**src/rtl/sb_stream_add_stage_pkg.sv**
```systemverilog
// sb_stream_pkg: shared types for the switchboard add stage.
//   sb_state_e : stage control states (RUN, DRAIN, DONE)
//   sb_beat_t  : packed stream beat {data, dest, last}, data width SB_DW
//   is_eos()   : true for the all-ones end-of-stream beat
package sb_stream_pkg;

  localparam int SB_DW = 256;

  typedef enum logic [1:0] {
    RUN   = 2'd0,
    DRAIN = 2'd1,
    DONE  = 2'd2
  } sb_state_e;

  typedef struct packed {
    logic [SB_DW-1:0] data;
    logic [31:0]      dest;
    logic             last;
  } sb_beat_t;

  function automatic logic is_eos(input logic [SB_DW-1:0] data);
    return &data;
  endfunction

endpackage

```
**src/rtl/sb_stream_add_stage_if.sv**
```systemverilog
// sb_stream_add_stage_if: one valid/ready stream link.
//   data  : beat data (DW bits)
//   dest  : destination (32 bits)
//   last  : last-of-packet
//   valid : source has a beat
//   ready : sink can accept
// master = source side, slave = sink side.
interface sb_stream_add_stage_if #(
  parameter int DW = 256
);
  logic [DW-1:0] data;
  logic [31:0]   dest;
  logic          last;
  logic          valid;
  logic          ready;

  modport master (output data, dest, last, valid, input ready);
  modport slave  (input data, dest, last, valid, output ready);
endinterface

```
**src/rtl/sb_stream_add_stage_skid.sv**
```systemverilog
// sb_skid_buf: generic 2-entry valid/ready skid buffer.
//   clk, nreset   : clock, async active-low reset
//   i_push        : write i_data this cycle (caller guarantees !o_skid_valid)
//   i_data        : beat to store
//   o_valid/o_data: main register, drives the downstream side
//   i_ready       : downstream ready
//   o_skid_valid  : skid register occupied (upstream must stop)
//   o_empty       : both entries empty
module sb_skid_buf #(
  parameter int W = 8
) (
  input  logic         clk,
  input  logic         nreset,
  input  logic         i_push,
  input  logic [W-1:0] i_data,
  output logic         o_valid,
  output logic [W-1:0] o_data,
  input  logic         i_ready,
  output logic         o_skid_valid,
  output logic         o_empty
);

  logic [W-1:0] r_main;
  logic         r_main_v;
  logic [W-1:0] r_skid;
  logic         r_skid_v;
  logic         w_main_free;

  // Main can take a new entry when empty or being popped this cycle.
  assign w_main_free = !r_main_v || i_ready;

  always_ff @(posedge clk or negedge nreset) begin
    if (!nreset) begin
      r_main   <= '0;
      r_main_v <= 1'b0;
      r_skid   <= '0;
      r_skid_v <= 1'b0;
    end else if (w_main_free) begin
      // Skid drains first to keep strict FIFO order.
      if (r_skid_v) begin
        r_main   <= r_skid;
        r_main_v <= 1'b1;
        r_skid_v <= 1'b0;
      end else if (i_push) begin
        r_main   <= i_data;
        r_main_v <= 1'b1;
      end else begin
        r_main_v <= 1'b0;
      end
    end else if (i_push) begin
      r_skid   <= i_data;
      r_skid_v <= 1'b1;
    end
  end

  assign o_valid      = r_main_v;
  assign o_data       = r_main;
  assign o_skid_valid = r_skid_v;
  assign o_empty      = !r_main_v && !r_skid_v;

endmodule

```
**src/rtl/sb_stream_add_stage.sv**
```systemverilog
// sb_stream_add_stage: registered stream stage adding INCR to data[ADD_W-1:0].
//   clk, nreset : clock, async active-low reset
//   in_if       : upstream stream (slave), ready is registered-only
//   out_if      : downstream stream (master)
//   done        : sticky, EOS forwarded and buffer empty
//   beat_count  : accepted beats   (SB_STREAM_ADD_STATS_EN, else 0)
//   pkt_count   : accepted last=1  (SB_STREAM_ADD_STATS_EN, else 0)
// DW must equal sb_stream_pkg::SB_DW (beat struct width).
//
// state | meaning
// RUN   | accepting and transforming beats
// DRAIN | EOS accepted, input closed, emptying buffer
// DONE  | buffer empty after EOS, done=1 until reset
module sb_stream_add_stage
  import sb_stream_pkg::*;
#(
  parameter int               DW    = SB_DW,
  parameter int               ADD_W = 64,
  parameter logic [ADD_W-1:0] INCR  = 42
) (
  input  logic                   clk,
  input  logic                   nreset,
  sb_stream_add_stage_if.slave   in_if,
  sb_stream_add_stage_if.master  out_if,
  output logic                   done,
  output logic [31:0]            beat_count,
  output logic [31:0]            pkt_count
);

  sb_state_e        r_state;
  sb_state_e        w_next_state;
  logic             r_up;
  logic             w_in_ready;
  logic             w_accept;
  logic             w_eos;
  logic [ADD_W-1:0] w_sum;
  sb_beat_t         w_beat;
  sb_beat_t         w_out;
  logic             w_skid_valid;
  logic             w_empty;

  // Holds in_ready low during reset and releases it one edge later.
  always_ff @(posedge clk or negedge nreset) begin
    if (!nreset) r_up <= 1'b0;
    else         r_up <= 1'b1;
  end

  assign w_accept = in_if.valid && w_in_ready;
  assign w_eos    = is_eos(in_if.data);

  always_comb begin
    w_sum       = in_if.data[ADD_W-1:0] + INCR;
    w_beat.data = in_if.data;
    if (!w_eos) w_beat.data[ADD_W-1:0] = w_sum;
    w_beat.dest = in_if.dest;
    w_beat.last = in_if.last;
  end

  sb_skid_buf #(.W($bits(sb_beat_t))) u_skid (
    .clk          (clk),
    .nreset       (nreset),
    .i_push       (w_accept),
    .i_data       (w_beat),
    .o_valid      (out_if.valid),
    .o_data       (w_out),
    .i_ready      (out_if.ready),
    .o_skid_valid (w_skid_valid),
    .o_empty      (w_empty)
  );

  assign out_if.data = w_out.data;
  assign out_if.dest = w_out.dest;
  assign out_if.last = w_out.last;

  always_ff @(posedge clk or negedge nreset) begin
    if (!nreset) r_state <= RUN;
    else         r_state <= w_next_state;
  end

  always_comb begin
    w_next_state = r_state;
    case (r_state)
      RUN:     if (w_accept && w_eos) w_next_state = DRAIN;
      DRAIN:   if (w_empty)           w_next_state = DONE;
      DONE:    w_next_state = DONE;
      default: w_next_state = RUN;
    endcase
  end

  always_comb begin
    w_in_ready = r_up && (r_state == RUN) && !w_skid_valid;
    done       = (r_state == DONE);
  end

  assign in_if.ready = w_in_ready;

`ifdef SB_STREAM_ADD_STATS_EN
  logic [31:0] r_beat_count;
  logic [31:0] r_pkt_count;

  always_ff @(posedge clk or negedge nreset) begin
    if (!nreset) begin
      r_beat_count <= '0;
      r_pkt_count  <= '0;
    end else if (w_accept) begin
      r_beat_count <= r_beat_count + 32'd1;
      if (in_if.last) r_pkt_count <= r_pkt_count + 32'd1;
    end
  end

  assign beat_count = r_beat_count;
  assign pkt_count  = r_pkt_count;
`else
  assign beat_count = 32'd0;
  assign pkt_count  = 32'd0;
`endif

endmodule

```
**src/flat_wrapper.sv**
```systemverilog
// flat-port wrapper written by rule: the top's interface ports become plain ports
module sb_stream_add_stage_flat import sb_stream_pkg::*;
#(
  parameter int               DW    = SB_DW,
  parameter int               ADD_W = 64,
  parameter logic [ADD_W-1:0] INCR  = 42
)
  (clk, nreset, done, beat_count, pkt_count, in_if_data, in_if_dest, in_if_last, in_if_valid, in_if_ready, out_if_data, out_if_dest, out_if_last, out_if_valid, out_if_ready);
  sb_stream_add_stage_if #(.DW(DW)) in_if_i ();
  sb_stream_add_stage_if #(.DW(DW)) out_if_i ();
  input  logic clk;
  input  logic nreset;
  output logic done;
  output logic [31:0] beat_count;
  output logic [31:0] pkt_count;
  input wire logic [$bits(in_if_i.data)-1:0] in_if_data;
  input wire logic [$bits(in_if_i.dest)-1:0] in_if_dest;
  input wire logic [$bits(in_if_i.last)-1:0] in_if_last;
  input wire logic [$bits(in_if_i.valid)-1:0] in_if_valid;
  output wire logic [$bits(in_if_i.ready)-1:0] in_if_ready;
  output wire logic [$bits(out_if_i.data)-1:0] out_if_data;
  output wire logic [$bits(out_if_i.dest)-1:0] out_if_dest;
  output wire logic [$bits(out_if_i.last)-1:0] out_if_last;
  output wire logic [$bits(out_if_i.valid)-1:0] out_if_valid;
  input wire logic [$bits(out_if_i.ready)-1:0] out_if_ready;
  assign in_if_i.data = in_if_data;
  assign in_if_i.dest = in_if_dest;
  assign in_if_i.last = in_if_last;
  assign in_if_i.valid = in_if_valid;
  assign in_if_ready = in_if_i.ready;
  assign out_if_data = out_if_i.data;
  assign out_if_dest = out_if_i.dest;
  assign out_if_last = out_if_i.last;
  assign out_if_valid = out_if_i.valid;
  assign out_if_i.ready = out_if_ready;
  sb_stream_add_stage #(.DW(DW), .ADD_W(ADD_W), .INCR(INCR)) u_core (.clk(clk), .nreset(nreset), .in_if(in_if_i), .out_if(out_if_i), .done(done), .beat_count(beat_count), .pkt_count(pkt_count));
endmodule
```
**config.mk**
```make
export PLATFORM = sky130hd
export DESIGN_NAME = sb_stream_add_stage_flat
export DESIGN_NICKNAME = d
export VERILOG_FILES = /design/src/rtl/sb_stream_add_stage_pkg.sv /design/src/rtl/sb_stream_add_stage_if.sv /design/src/rtl/sb_stream_add_stage_skid.sv /design/src/rtl/sb_stream_add_stage.sv /design/src/flat_wrapper.sv
export SDC_FILE = /design/constraint.sdc
export NUM_CORES = 1
export LEC_CHECK = 0
export CORE_UTILIZATION = 30
export DETAILED_ROUTE_END_ITERATION = 10
export GPL_TIMING_DRIVEN = 0
export PLACE_DENSITY = 0.51
export SLEW_MARGIN = 5
export SYNTH_ARGS = -nofsm -noshare
export SYNTH_HDL_FRONTEND = slang
export SYNTH_HIERARCHICAL = 1
export SYNTH_SLANG_ARGS = --single-unit
```
**constraint.sdc**
```tcl
create_clock -name clk -period 3.2 [get_ports clk]
set_clock_uncertainty 0.05 [all_clocks]
set_input_delay 0.48 -clock clk [delete_from_list [all_inputs] [get_ports clk]]
set_output_delay 0.48 -clock clk [all_outputs]
set_load 0.02 [all_outputs]
```
==> flow_metrics.env <==
export IMPL_dp_hpwl_mm=75.8
export IMPL_start_kind="input port"
export IMPL_nets=3035
export IMPL_syn_area_sq_um=28300
export IMPL_die_width_um=309
export IMPL_placed_cell_area_sq_um=36100
export IMPL_status="completed"
export IMPL_fp_dieArea_sq_um=95500
export IMPL_antenna_found_initial=23
export IMPL_ant_nets=0
export IMPL_rows=112
export IMPL_tightest_slew_ns=1.10
export IMPL_synth_xor_area_frac=0.0177
export IMPL_drv_cap=0
export IMPL_synth_top_flop_cell="dfrtp_1"
export IMPL_gp_congestion=0.796
export IMPL_maxSlewHeadroom=0.265
export IMPL_crit_path_end_kind="flop"
export IMPL_min_period_ns=3.15
export IMPL_synth_top_family_by_area="multiplexers"
export IMPL_area_delta_synth_final_pct=37.4
export IMPL_met3_length_mm=6.33
export IMPL_worst_slack_ns=0.0462
export IMPL_hold_start="in_if_data[131]"
export IMPL_vias_per_cell=4.73
export IMPL_final_area_sq_um=38900
export IMPL_postLayoutCoreUtil=0.416
export IMPL_synthArstFlopShare=1.00
export IMPL_cts_buffer_depth=3
export IMPL_r2r_cells=11
export IMPL_ys_seq_area_frac=0.516
export IMPL_dr_pass1_iters=5
export IMPL_finalPower_mw=26.6
export IMPL_ys_warn_count=6
export IMPL_worstPathRequired_ns=3.65
export IMPL_preCtsSetupSlack_ns=-2.16
export IMPL_setup_total_negative_slack_ns=0
export IMPL_max_freq_mhz=317
export IMPL_wire_per_inst_um=24.2
export IMPL_htreeDepth=3
export IMPL_timing_worst_setup_path_type="input port to flop"
export IMPL_dr_wl_met2_mm=47.0
export IMPL_dieHeight_um=309
export IMPL_hold_path_cell_count=2
export IMPL_grt_pass1_vias=20478
export IMPL_overflow=0
export IMPL_r2r_start="u_core/r_state[0]"
export IMPL_initial_utilization=0.303
export IMPL_rsz0062_at_grt="no"
export IMPL_grt_max_degree=109
export IMPL_drc=0
export IMPL_clkTransAtPathRegs_ns=0.06
export IMPL_synth_edff_count=0
export IMPL_syn_inst=2002
export IMPL_r2r_end="u_core/u_skid/o_data[113]"
export IMPL_synth_compound_area_share=0.00221
export IMPL_power_static_leakage_nw=16.3
export IMPL_hp_class="input port to flop"
export IMPL_power_density_nw_per_um2=684
export IMPL_yosys_area_share_simple=0.0625
export IMPL_ys_types=42
export IMPL_boundaryPins=649
export IMPL_tritoncts="done"
export IMPL_syn_avg_cell_area_sq_um=14.1
export IMPL_hold_viol_final=0
export IMPL_maxUsedRoutingLayer="met5"
export IMPL_core_sq_um=93300
export IMPL_m1WireLength_mm=41.5
export IMPL_grt_pass1_wl_mm=141
export IMPL_peakVddDrop_mv=0.425
export IMPL_layout_drive_gt1_share=0.381
export IMPL_portBuffers=583
export IMPL_cts_sinks=583
export IMPL_reg2reg_slack_ns=0.30
export IMPL_synth_ff_latch_count=583
export IMPL_drt_wl_total_mm=97.9
export IMPL_muxShareOfSynthArea=0.350
export IMPL_track_usage=0.203
export IMPL_finalCritPeriodShare=0.986
export IMPL_drtIter0Drc=825
export IMPL_cts_buffers=72
export IMPL_num_vias=19194
export IMPL_worst_skew_pair_late_latency_ns=0.63
export IMPL_synthAdderAreaFrac=0.00221
export IMPL_cp_arrival_ns=3.60
export IMPL_slew_violations=0
export IMPL_crit_fanout=10
export IMPL_holdPathEnd="u_core/u_skid/r_skid[164]"
export IMPL_root_buffer="clkbuf_16"
export IMPL_final_setup_viol_count=0
Yosys cell counts (3+ instances only):
master    number  area, sq um
mux2_4        29          435
and2_1         4         25.0
nand2b_1       5         31.3
nand3_1       50          250
dfrtp_1      583        14600
mux2_2       709         7980
nor2b_1        3         18.8
a21oi_1        5         25.0
xnor2_1       56          490
o21ai_0        3         15.0
buf_4         68          510
nand2_1       34          128
nor3b_1        4         30.0
nor4_1        26          163
nor3_1        13         65.1
inv_1          5         18.8
or3_1          3         18.8
mux2_1       131         1480
nand4_1      103          644
ha_1           5         62.6
nor2_1        11         41.3
buf_6         57          642
clkbuf_1      10         37.5
buf_2         38          190
and3_1        13         81.3
and4_1        11         96.3
layout by cell type (no fill, tap or decap), types with 10 or more instances in the layout:
master	count
mux2_2	709
buf_2	32
nand3_1	49
mux2_1	131
clkbuf_1	27
nor2_1	11
mux2_4	29
clkinv_2	16
clkbuf_16	73
dfrtp_1	583
nand2_1	32
buf_4	76
nor4_1	15
conb_1	65
nand4_1	103
nor4_4	10
clkdlybuf4s50_1	546
nor3_1	11
and4_1	10
and3_1	13
xnor2_1	55
dlymetal6s2s_1	27
buf_6	62
state kept, by name (all words and copies together), names as in the netlist:
name                        flops
u_core/u_skid/o_skid_valid      1
u_core/r_state                  2
u_core/r_up                     1
u_core/u_skid/o_valid           1
u_core/u_skid/r_skid          289
u_core/u_skid/o_data          289
final cells by class:
cell class                      count  area, sq um
Inverter                            5         18.8
Clock buffer                      100         2020
Antenna cell                        5         12.5
Tap cell                         1254         1570
Multi-Input combinational cell   1304        12700
Fill cell                        8759        54500
Buffer                            172         1420
Clock inverter                     32          349
Timing Repair Buffer              599         6150
Sequential cell                   583        14600
per-layer routing:
| layer | track usage | vias to the layer above |
|---|---|---|
| li1 | - | 8745 |
| met1 | 0.255 | 9768 |
| met2 | 0.333 | 497 |
| met3 | 0.0608 | 158 |
| met4 | 0.0661 | 26 |
| met5 | 0 | - |
worst max-delay path by stage:
stage / start / to / slack, ns / cells past startpoint
finish: in_if_data[190] / u_core/u_skid/o_data[91] / 0.05 / 11
global route: in_if_data[94] / u_core/u_skid/o_data[82] / 0.003 / 12
CTS: in_if_data[158] / u_core/u_skid/o_data[44] / 0.01 / 12
detailed placement: in_if_data[132] / u_core/u_skid/o_data[37] / -2.16 / 11
global placement: nreset / u_core/u_skid/o_data[283] / -25.62 / 1
floorplan: in_if_data[21] / u_core/u_skid/o_data[92] / 0.53 / 9
cells by family (layout without fill, tap and decap cells):
kind of cell,after synthesis,count (layout)
other,2,70
multiplexers,869,869
AND/OR/NAND/NOR,297,297
adder cells (fa/ha/maj),5,5
XOR/XNOR,57,57
buffers and inverters,178,908
AO/OA/AOI/OAI,11,11
flip-flops,583,583
worst max-delay path, cell delays in order:
cell	delay, ns
clkdlybuf4s50_1	0.78
nand4_1	0.14
or4_1	0.69
nor4_4	0.25
nand4_4	0.14
buf_12	0.18
buf_6	0.14
nand3_1	0.13
xnor2_1	0.13
mux2_2	0.28
mux2_2	0.26
power breakdown:
group / internal, mW / leakage (nW) / switching (mW)
Combinational: 4.18 / 8.17 / 3.54
Sequential: 9.54 / 6.96 / 1.12
Clock: 4.85 / 1.17 / 3.36
timing repair:
action,4_1_cts,5_1_grt
setup endpoints to repair,126,57
hold buffers,1,0
endpoints found under the hold margin,53,0
gates resized for setup,52,35
buffers inserted,7,2
pin swaps,16,15
metrics by stage:
step                hold WS, ns  cells
floorplan                 0.134   2065
global placement          0.418   3902
detailed placement        0.402   3908
CTS                       0.170   4047
global route              0.140   4053
finish                    0.171   4054
Note: power is estimated with default switching activity, not from simulation.
